[config.mk]
export PLATFORM = sky130hd
export DESIGN_NAME = gpr_scoreboard
export DESIGN_NICKNAME = d
export VERILOG_FILES = /design/src/rtl/gpr_scoreboard.sv
export SDC_FILE = /design/constraint.sdc
export NUM_CORES = 1
export LEC_CHECK = 0
export CAP_MARGIN = 20
export CORE_MARGIN = 2
export CORE_UTILIZATION = 30
export CTS_BUF_LIST = sky130_fd_sc_hd__clkbuf_8
export DETAILED_ROUTE_END_ITERATION = 7
export GPL_TIMING_DRIVEN = 1
export MAX_ROUTING_LAYER = met4
export REMOVE_ABC_BUFFERS = 1
export SYNTH_ARGS = -nofsm -noshare
export SYNTH_HDL_FRONTEND = slang
export SYNTH_SLANG_ARGS = --single-unit
[constraint.sdc]
create_clock -name clk -period 3.3 [get_ports clk]
set_clock_uncertainty 0.2 [all_clocks]
set_input_delay 0.66 -clock clk [delete_from_list [all_inputs] [get_ports clk]]
set_output_delay 0.66 -clock clk [all_outputs]
set_load 0.01 [all_outputs]
[src/rtl/gpr_scoreboard.sv]
// gpr_scoreboard: read-after-write interlock for the 5-stage pipeline.
// Tracks in-flight writes per GPR with a small saturating counter, bumped when
// an instruction leaves ID and released when WB retires its regfile write.
// id_stall is purely combinational and does not look at id_fire, so the
// ID-to-EXE handshake cannot form a loop through this block.
module gpr_scoreboard #(
  parameter int CNT_W     = 2,
  parameter bit WB_BYPASS = 1'b0
) (
  input  logic        clk,
  input  logic        resetn,
  input  logic        id_valid,
  input  logic [4:0]  id_rs,
  input  logic        id_rs_ren,
  input  logic [4:0]  id_rt,
  input  logic        id_rt_ren,
  input  logic [4:0]  id_dest,
  input  logic [3:0]  id_gr_we,
  input  logic        id_fire,
  input  logic        ws_valid,
  input  logic [3:0]  ws_gr_we,
  input  logic [4:0]  ws_dest,
  input  logic        flush,
  output logic        id_stall,
  output logic [31:0] busy_mask,
  output logic        sb_err
);

  localparam logic [CNT_W-1:0] CNT_MAX  = '1;
  localparam logic [CNT_W-1:0] CNT_ZERO = '0;
  localparam logic [CNT_W-1:0] CNT_ONE  = CNT_W'(1);

  // Entry 0 exists only so indexing by a 5-bit register number is always in
  // range; it is never incremented, so it reads as zero permanently.
  logic [CNT_W-1:0] cnt     [0:31];
  logic [CNT_W-1:0] cnt_nxt [0:31];

  logic             issue;
  logic             retire;
  logic             haz_rs;
  logic             haz_rt;
  logic             sat;
  logic             err_set;
  logic [CNT_W-1:0] cnt_rs;
  logic [CNT_W-1:0] cnt_rt;
  logic [CNT_W-1:0] cnt_dest;
  logic [CNT_W-1:0] cnt_wb;

  // Issue/retire events and the hazard/saturation checks seen by ID.
  always_comb begin
    issue    = id_fire && (|id_gr_we) && (id_dest != 5'd0);
    retire   = ws_valid && (|ws_gr_we) && (ws_dest != 5'd0);
    cnt_rs   = cnt[id_rs];
    cnt_rt   = cnt[id_rt];
    cnt_dest = cnt[id_dest];
    cnt_wb   = cnt[ws_dest];

    haz_rs = id_rs_ren && (id_rs != 5'd0) && (cnt_rs != CNT_ZERO);
    haz_rt = id_rt_ren && (id_rt != 5'd0) && (cnt_rt != CNT_ZERO);
    // With a forwarding regfile, the last outstanding write landing this
    // cycle is as good as already written.
    if (WB_BYPASS) begin
      if (retire && (ws_dest == id_rs) && (cnt_rs == CNT_ONE)) haz_rs = 1'b0;
      if (retire && (ws_dest == id_rt) && (cnt_rt == CNT_ONE)) haz_rt = 1'b0;
    end

    sat = (|id_gr_we) && (id_dest != 5'd0) && (cnt_dest == CNT_MAX) &&
          !(retire && (ws_dest == id_dest));

    id_stall = id_valid && (haz_rs || haz_rt || sat);
  end

  // Next counter values; an issue and retire to the same register cancel out
  // and raise no error even at the counter limits.
  always_comb begin
    err_set = 1'b0;
    for (int r = 0; r < 32; r++) begin
      cnt_nxt[r] = cnt[r];
    end
    for (int r = 1; r < 32; r++) begin
      if (issue && (id_dest == 5'(r)) && !(retire && (ws_dest == 5'(r)))) begin
        if (cnt[r] == CNT_MAX) err_set = 1'b1;
        else                   cnt_nxt[r] = cnt[r] + CNT_ONE;
      end
      if (retire && (ws_dest == 5'(r)) && !(issue && (id_dest == 5'(r)))) begin
        if (cnt[r] == CNT_ZERO) err_set = 1'b1;
        else                    cnt_nxt[r] = cnt[r] - CNT_ONE;
      end
    end
  end

  // Counter and sticky-error registers; flush wipes the counters but keeps sb_err.
  always_ff @(posedge clk) begin
    if (!resetn) begin
      for (int r = 0; r < 32; r++) cnt[r] <= CNT_ZERO;
      sb_err <= 1'b0;
    end else if (flush) begin
      for (int r = 0; r < 32; r++) cnt[r] <= CNT_ZERO;
    end else begin
      for (int r = 0; r < 32; r++) cnt[r] <= cnt_nxt[r];
      if (err_set) sb_err <= 1'b1;
    end
  end

  // Busy decode straight off the counter registers.
  always_comb begin
    busy_mask = 32'd0;
    for (int r = 1; r < 32; r++) begin
      busy_mask[r] = (cnt[r] != CNT_ZERO);
    end
  end

endmodule
==> impl_results.md, run 1 <==
- Grt met3 use: 0.0450
- Setup TNS: -66.0 ps
- Failing checks: setup timing
- Avg Synthesized Cell Area: 7.66 um2
- Clk slew on worst S/H paths: 80 ps
- Worst path required time: 2440 ps
- Overall Global Routing Usage: 0.249
- Final worst-path cycle share: 1.02
- Maximum clock rate: 297 MHz
- RePlAce Congestion: 0.979
- Final wirelength: 26000 um
- Final ANT Viol Nets: 0
- Synth area leader: edfxtp_1
- Max-cap violation count: 0
- Core area: 0.0201 mm2
- Drt pass-1 iters: 8
- P_leak: 3.91 nW
- Met2 Use GR: 0.393
- GR Overflow Total: 0
- Die height: 146 um
- Dominant synthesized flop cell: edfxtp_1
- Commonest cells in the netlist: 94 x nand2_1, 80 x o21ai_0, 71 x nor2_1
- TritonCTS clock tree: built
- CP max FO: 3
- Vias: 7573
- Mapped Area: 0.00609 mm2
- #FFs+latches synth: 63
- Crit Path Category: flip-flop to output pin
- Initial antenna violation count: 0
- Floorplan row count: 52
- Minimum clock period: 3370 ps
- Sequential share of power: 0.403
- Sw Ratio: 0.343
- DP Wirelength: 21000 um
- Clock buffer depth: 2
- Number of DRC markers in iteration 0: 671
- Met1 usage: 0.326
- Status: finished, violations left
- Avg WL per Cell: 18.0 um
- RSZ-0062 raised after global routing: true
- H-tree levels: 3
- Ys Warns: 0
- Synth top area cells: edfxtp_1 31%, o21ai_0 6.6%, nand2_1 5.8%
- Final setup viols: 1
- Grt peak-use layer: met2
- Clk Latency, worst-skew pair: 380 ps
- Startpoint Class: flip-flop
- Final Max Tran Viols: 0
- Largest net degree at the start of global routing: 63
- Switching Power: 0.000823 W
- Max_slew headroom: 0.643
- DRC violations left: 0
- Seq/Total Area, Yosys: 0.309
- Combinational cell fraction of total power: 0.329
- Pre-CTS setup slack: -781 ps
- Total power: 0.00240 W
- Port-buffer cells: 68
- Die ar.: 0.0215 mm2
- PwrDens: 253 mW/mm2
- Vias in the first global route: 7075
- Kind of end point of the critical path: output pin
- Chip width: 146 um
- Share of layout cells above drive strength 1: 0.299
- Number of CTS-inserted buffers: 9
- EDFF count, synth: 62
- Hold Crit Class: flip-flop to flip-flop
- Count leader, synth: nand2_1
- CTS Sinks: 63
- I/O pins: 70
- Reg2Reg Setup Slack: 990 ps
- Worst Path Arrival: 2510 ps
- Max VDD drop: 176 uV
- Worst setup margin: -66.0 ps
- Clock Tree Root: clkbuf_8
- Area Overhead vs Synth: 55.9%
- Hold bufs inserted after CTS: 0
- Top cell type's share of synthesized area: 0.306
- Pint: 0.00158 W
- Nets@finish: 1204
- Worst-Margin Slew: 531 ps
- Inserted Diodes: 0
- Vias per cell: 5.25
- Final hold violation count: 0
- Post-synthesis instance total: 795
- Asr flop ratio synth: 0
- Distinct cells, synth: 68
- Initial Utilization: 0.303
- First-pass GRT wire length: 39700 um
- Clock Power Share: 0.268
worst max-delay path, stage by stage (launching register included):
cell and delay (ps):
edfxtp_1 410, or2_4 300, mux4_2 480, nor2_2 90, a31oi_1 50, a221oi_1 290
a211oi_1 90, o31a_1 290, buf_2 140
cell families after synthesis:
group	share of synthesized area
buffers and inverters	0.0631
muxes	0.0610
and+or+nand+nor	0.299
DFF	0.309
xor gates and xnor gates	0.00575
other	0.00123
AOI/OAI and AO/OA	0.261
cell type report:
| type | instances | area (um2) |
|---|---|---|
| tap | 270 | 338 |
| multi-input combinational | 702 | 4160 |
| fill | 1976 | 10600 |
| timing repair buffer | 346 | 2780 |
| inverter | 46 | 173 |
| clock inverter | 7 | 41.3 |
| clock buffer | 9 | 124 |
| sequential | 63 | 1880 |
power by group through the flow:
stage | sequential (W) | clock, W | combinational, W
floorplan | 0.000995 | 0 | 0.000283
global placement | 0.000980 | 0 | 0.000745
detailed placement | 0.000982 | 0 | 0.000747
CTS | 0.000964 | 0.000662 | 0.000772
global route | 0.000972 | 0.000674 | 0.000850
finish | 0.000966 | 0.000642 | 0.000790
path summary, 6_finish.rpt:
kind,from,to,cells after the start
max,cnt[16][1],id_stall,8
min,cnt[18][0],cnt[18][0],1
max reg2reg,cnt[21][1],sb_err,9
min reg2reg,cnt[18][0],cnt[18][0],1
registers in the layout, summed over array words and instances, names as in the netlist:
register / flops
cnt: 62
sb_err: 1
cell usage in the layout (no fill, tap or decap), drive strengths merged, types with 4 or more instances in the layout:
| master | n |
|---|---|
| a211o | 4 |
| a211oi | 16 |
| a21oi | 67 |
| a221oi | 9 |
| a311oi | 4 |
| a31oi | 13 |
| and2 | 4 |
| and3 | 6 |
| buf | 281 |
| clkbuf | 9 |
| clkdlybuf4s50 | 53 |
| conb | 63 |
| dlygate4sd2 | 11 |
| edfxtp | 62 |
| inv | 47 |
| mux2i | 18 |
| mux4 | 8 |
| nand2 | 94 |
| nand2b | 17 |
| nand3 | 26 |
| nand3b | 15 |
| nand4 | 9 |
| nor2 | 72 |
| nor2b | 5 |
| nor3 | 49 |
| nor3b | 8 |
| nor4 | 16 |
| o2111ai | 6 |
| o211ai | 22 |
| o21a | 6 |
| o21ai | 81 |
| o22ai | 10 |
| or2 | 13 |
| or3 | 9 |
| or4 | 5 |
per-stage QoR:
stage	utilization	instances	hold slack, ps	area [um2]
2_1_floorplan	-	811	362	6110
3_3_place_gp	0.453	1412	451	9120
3_5_place_dp	0.453	1412	449	9120
4_1_cts	0.470	1442	464	9450
5_1_grt	0.472	1443	480	9500
6_report	0.472	1443	459	9500
repair_timing:
action                     in CTS  in global routing
buffers inserted               12                  1
setup endpoints to repair       2                  2
resized for setup              52                 13
pin swaps                      11                  6
cloned                          2                  0
routing by layer:
layer	wire (um)	up-vias
li1	-	3681
met1	11200	3536
met2	12000	299
met3	2080	57
met4	731	0
met5	0	-
No activity file was read; power rests on OpenSTA's default activity.
==> run 2: changes to the inputs <==
--- a/config.mk
+++ b/config.mk
@@ -6,7 +6,7 @@
 export NUM_CORES = 1
 export LEC_CHECK = 0
 export CAP_MARGIN = 20
-export CORE_MARGIN = 2
+export CORE_MARGIN = 5
 export CORE_UTILIZATION = 30
 export CTS_BUF_LIST = sky130_fd_sc_hd__clkbuf_8
 export DETAILED_ROUTE_END_ITERATION = 7
==> run 2 against run 1 <==
The flow still finishes with violations (setup timing); worst setup slack better by 39 ps; global-route usage is 2.0 points lower; wire length is 1.0% higher; clock power is 10% higher; non-clock buffer count is 5 lower; first-iteration DRC count is 13% higher; final area is 1.0% higher; critical path type is now primary input to output pin; highest routed layer unchanged.
==> impl_results.md, run 2 (same netlist as run 1, synthesis figures left out) <==
- Worst setup margin: -26.9 ps
- H-tree levels: 3
- Final hold violation count: 0
- CTS Sinks: 63
- Max_slew headroom: 0.607
- Vias per cell: 5.25
- Core area: 0.0201 mm2
- Startpoint Class: primary input
- Clock Tree Root: clkbuf_8
- Die height: 152 um
- Failing checks: setup timing
- Initial antenna violation count: 0
- Largest regs: cnt (62), sb_err (1)
- Crit Path Category: primary input to output pin
- Dpl cell area: 0.00915 mm2
- Largest net degree at the start of global routing: 33
- Drt pass-1 iters: 7
- Die ar.: 0.0233 mm2
- Worst path required time: 2440 ps
- Combinational cell fraction of total power: 0.323
- Sw Ratio: 0.329
- Hold bufs inserted after CTS: 0
- Clock buffer depth: 2
- Maximum clock rate: 301 MHz
- Avg WL per Cell: 18.2 um
- Worst Path Arrival: 2470 ps
- Most frequent cells in the layout: 266 x buf_4, 93 x nand2_1, 76 x o21ai_0
- Final wirelength: 26200 um
- Max reg flops: 62
- Pre-CTS setup slack: -685 ps
- Setup TNS: -26.9 ps
- TritonCTS clock tree: built
- RSZ-0062 raised after global routing: true
- RePlAce Congestion: 1.06
- DRC violations left: 0
- Switching Power: 0.000811 W
- Register area: 0.00188 mm2
- CP max FO: 6
- Number of fillers in the final layout: 2014
- Vias in the first global route: 7196
- PwrDens: 257 mW/mm2
- Clk slew on worst S/H paths: 70 ps
- Fin util: 0.477
- Final worst-path cycle share: 1.01
- Status: finished, violations left
- Commonest non-fill, non-tap cell in the layout: buf_4
- Share of layout cells above drive strength 1: 0.299
- Multi-input gate area: 0.00422 mm2
- Floorplan row count: 52
- Nets@finish: 1199
- Overall Global Routing Usage: 0.228
- Worst-Margin Slew: 586 ps
- Sequential share of power: 0.391
- Max VDD drop: 173 uV
- Clk Latency, worst-skew pair: 390 ps
- Vias: 7543
- Final instance area: 0.00959 mm2
- Kind of end point of the critical path: output pin
- Minimum clock period: 3330 ps
- Final ANT Viol Nets: 0
- Chip width: 152 um
- Final setup viols: 1
- Number of CTS-inserted buffers: 9
- Clock Power Share: 0.286
- Max-cap violation count: 0
- Final Max Tran Viols: 0
- Hold Crit Class: flip-flop to flip-flop
- Initial Utilization: 0.303
- Inserted Diodes: 0
- I/O pins: 70
- Number of DRC markers in iteration 0: 761
- DP Wirelength: 21500 um
- Area Overhead vs Synth: 57.5%
- P_leak: 3.94 nW
- GR Overflow Total: 0
- Port-buffer cells: 68
- Top reg by flops: cnt
- First-pass GRT wire length: 40700 um
- Pint: 0.00166 W
## run 2: layout make-up
type | instances | area share
well taps | 270 | 0.0352
repair buffers | 341 | 0.292
inverters | 46 | 0.0180
flip-flops and latches | 63 | 0.196
multi-input cells | 702 | 0.439
clock inverters | 7 | 0.00678
clock buffers | 9 | 0.0129
## run 2: layer usage
metal,up-vias,global-route usage,wire length [um]
met5,-,-,0
met2,310,0.358,12000
li1,3677,-,-
met4,0,0.0725,703
met3,42,0.0506,2140
met1,3514,0.295,11400
## run 2: repair_timing
action,4_1_cts,5_1_grt
gates cloned,1,0
resized for setup,43,23
pin swaps,7,5
setup endpoints to repair,2,2
buffers inserted,7,2
## run 2: final timing paths
kind                                 start          to  slack [ps]  cells past startpoint
worst max register to register  cnt[31][1]      sb_err        1060                      6
worst min-delay path            cnt[18][0]  cnt[18][0]         470                      1
worst min register to register  cnt[18][0]  cnt[18][0]         470                      1
worst max-delay path            id_dest[0]    id_stall         -30                      9
## run 2: power by group through the flow
| stage | Combinational (W) | Sequential, W | Clock, W |
|---|---|---|---|
| global placement | 0.000750 | 0.000978 | 0 |
| global route | 0.000857 | 0.000970 | 0.000767 |
| finish | 0.000797 | 0.000964 | 0.000707 |
| CTS | 0.000774 | 0.000963 | 0.000727 |
| floorplan | 0.000283 | 0.000995 | 0 |
| detailed placement | 0.000755 | 0.000980 | 0 |
## run 2: through the flow
step	hold WS, ps	std cells	power [W]
floorplan	362	811	0.00128
global placement	450	1412	0.00173
detailed placement	457	1412	0.00173
CTS	468	1436	0.00246
global route	483	1438	0.00259
finish	466	1438	0.00247
## run 2: critical path: stages
cell	delay, ps
clkdlybuf4s15_2	260
buf_4	180
and2_1	150
a311oi_2	270
a21oi_1	90
and3_1	200
o221a_4	230
o31a_1	280
buf_2	140
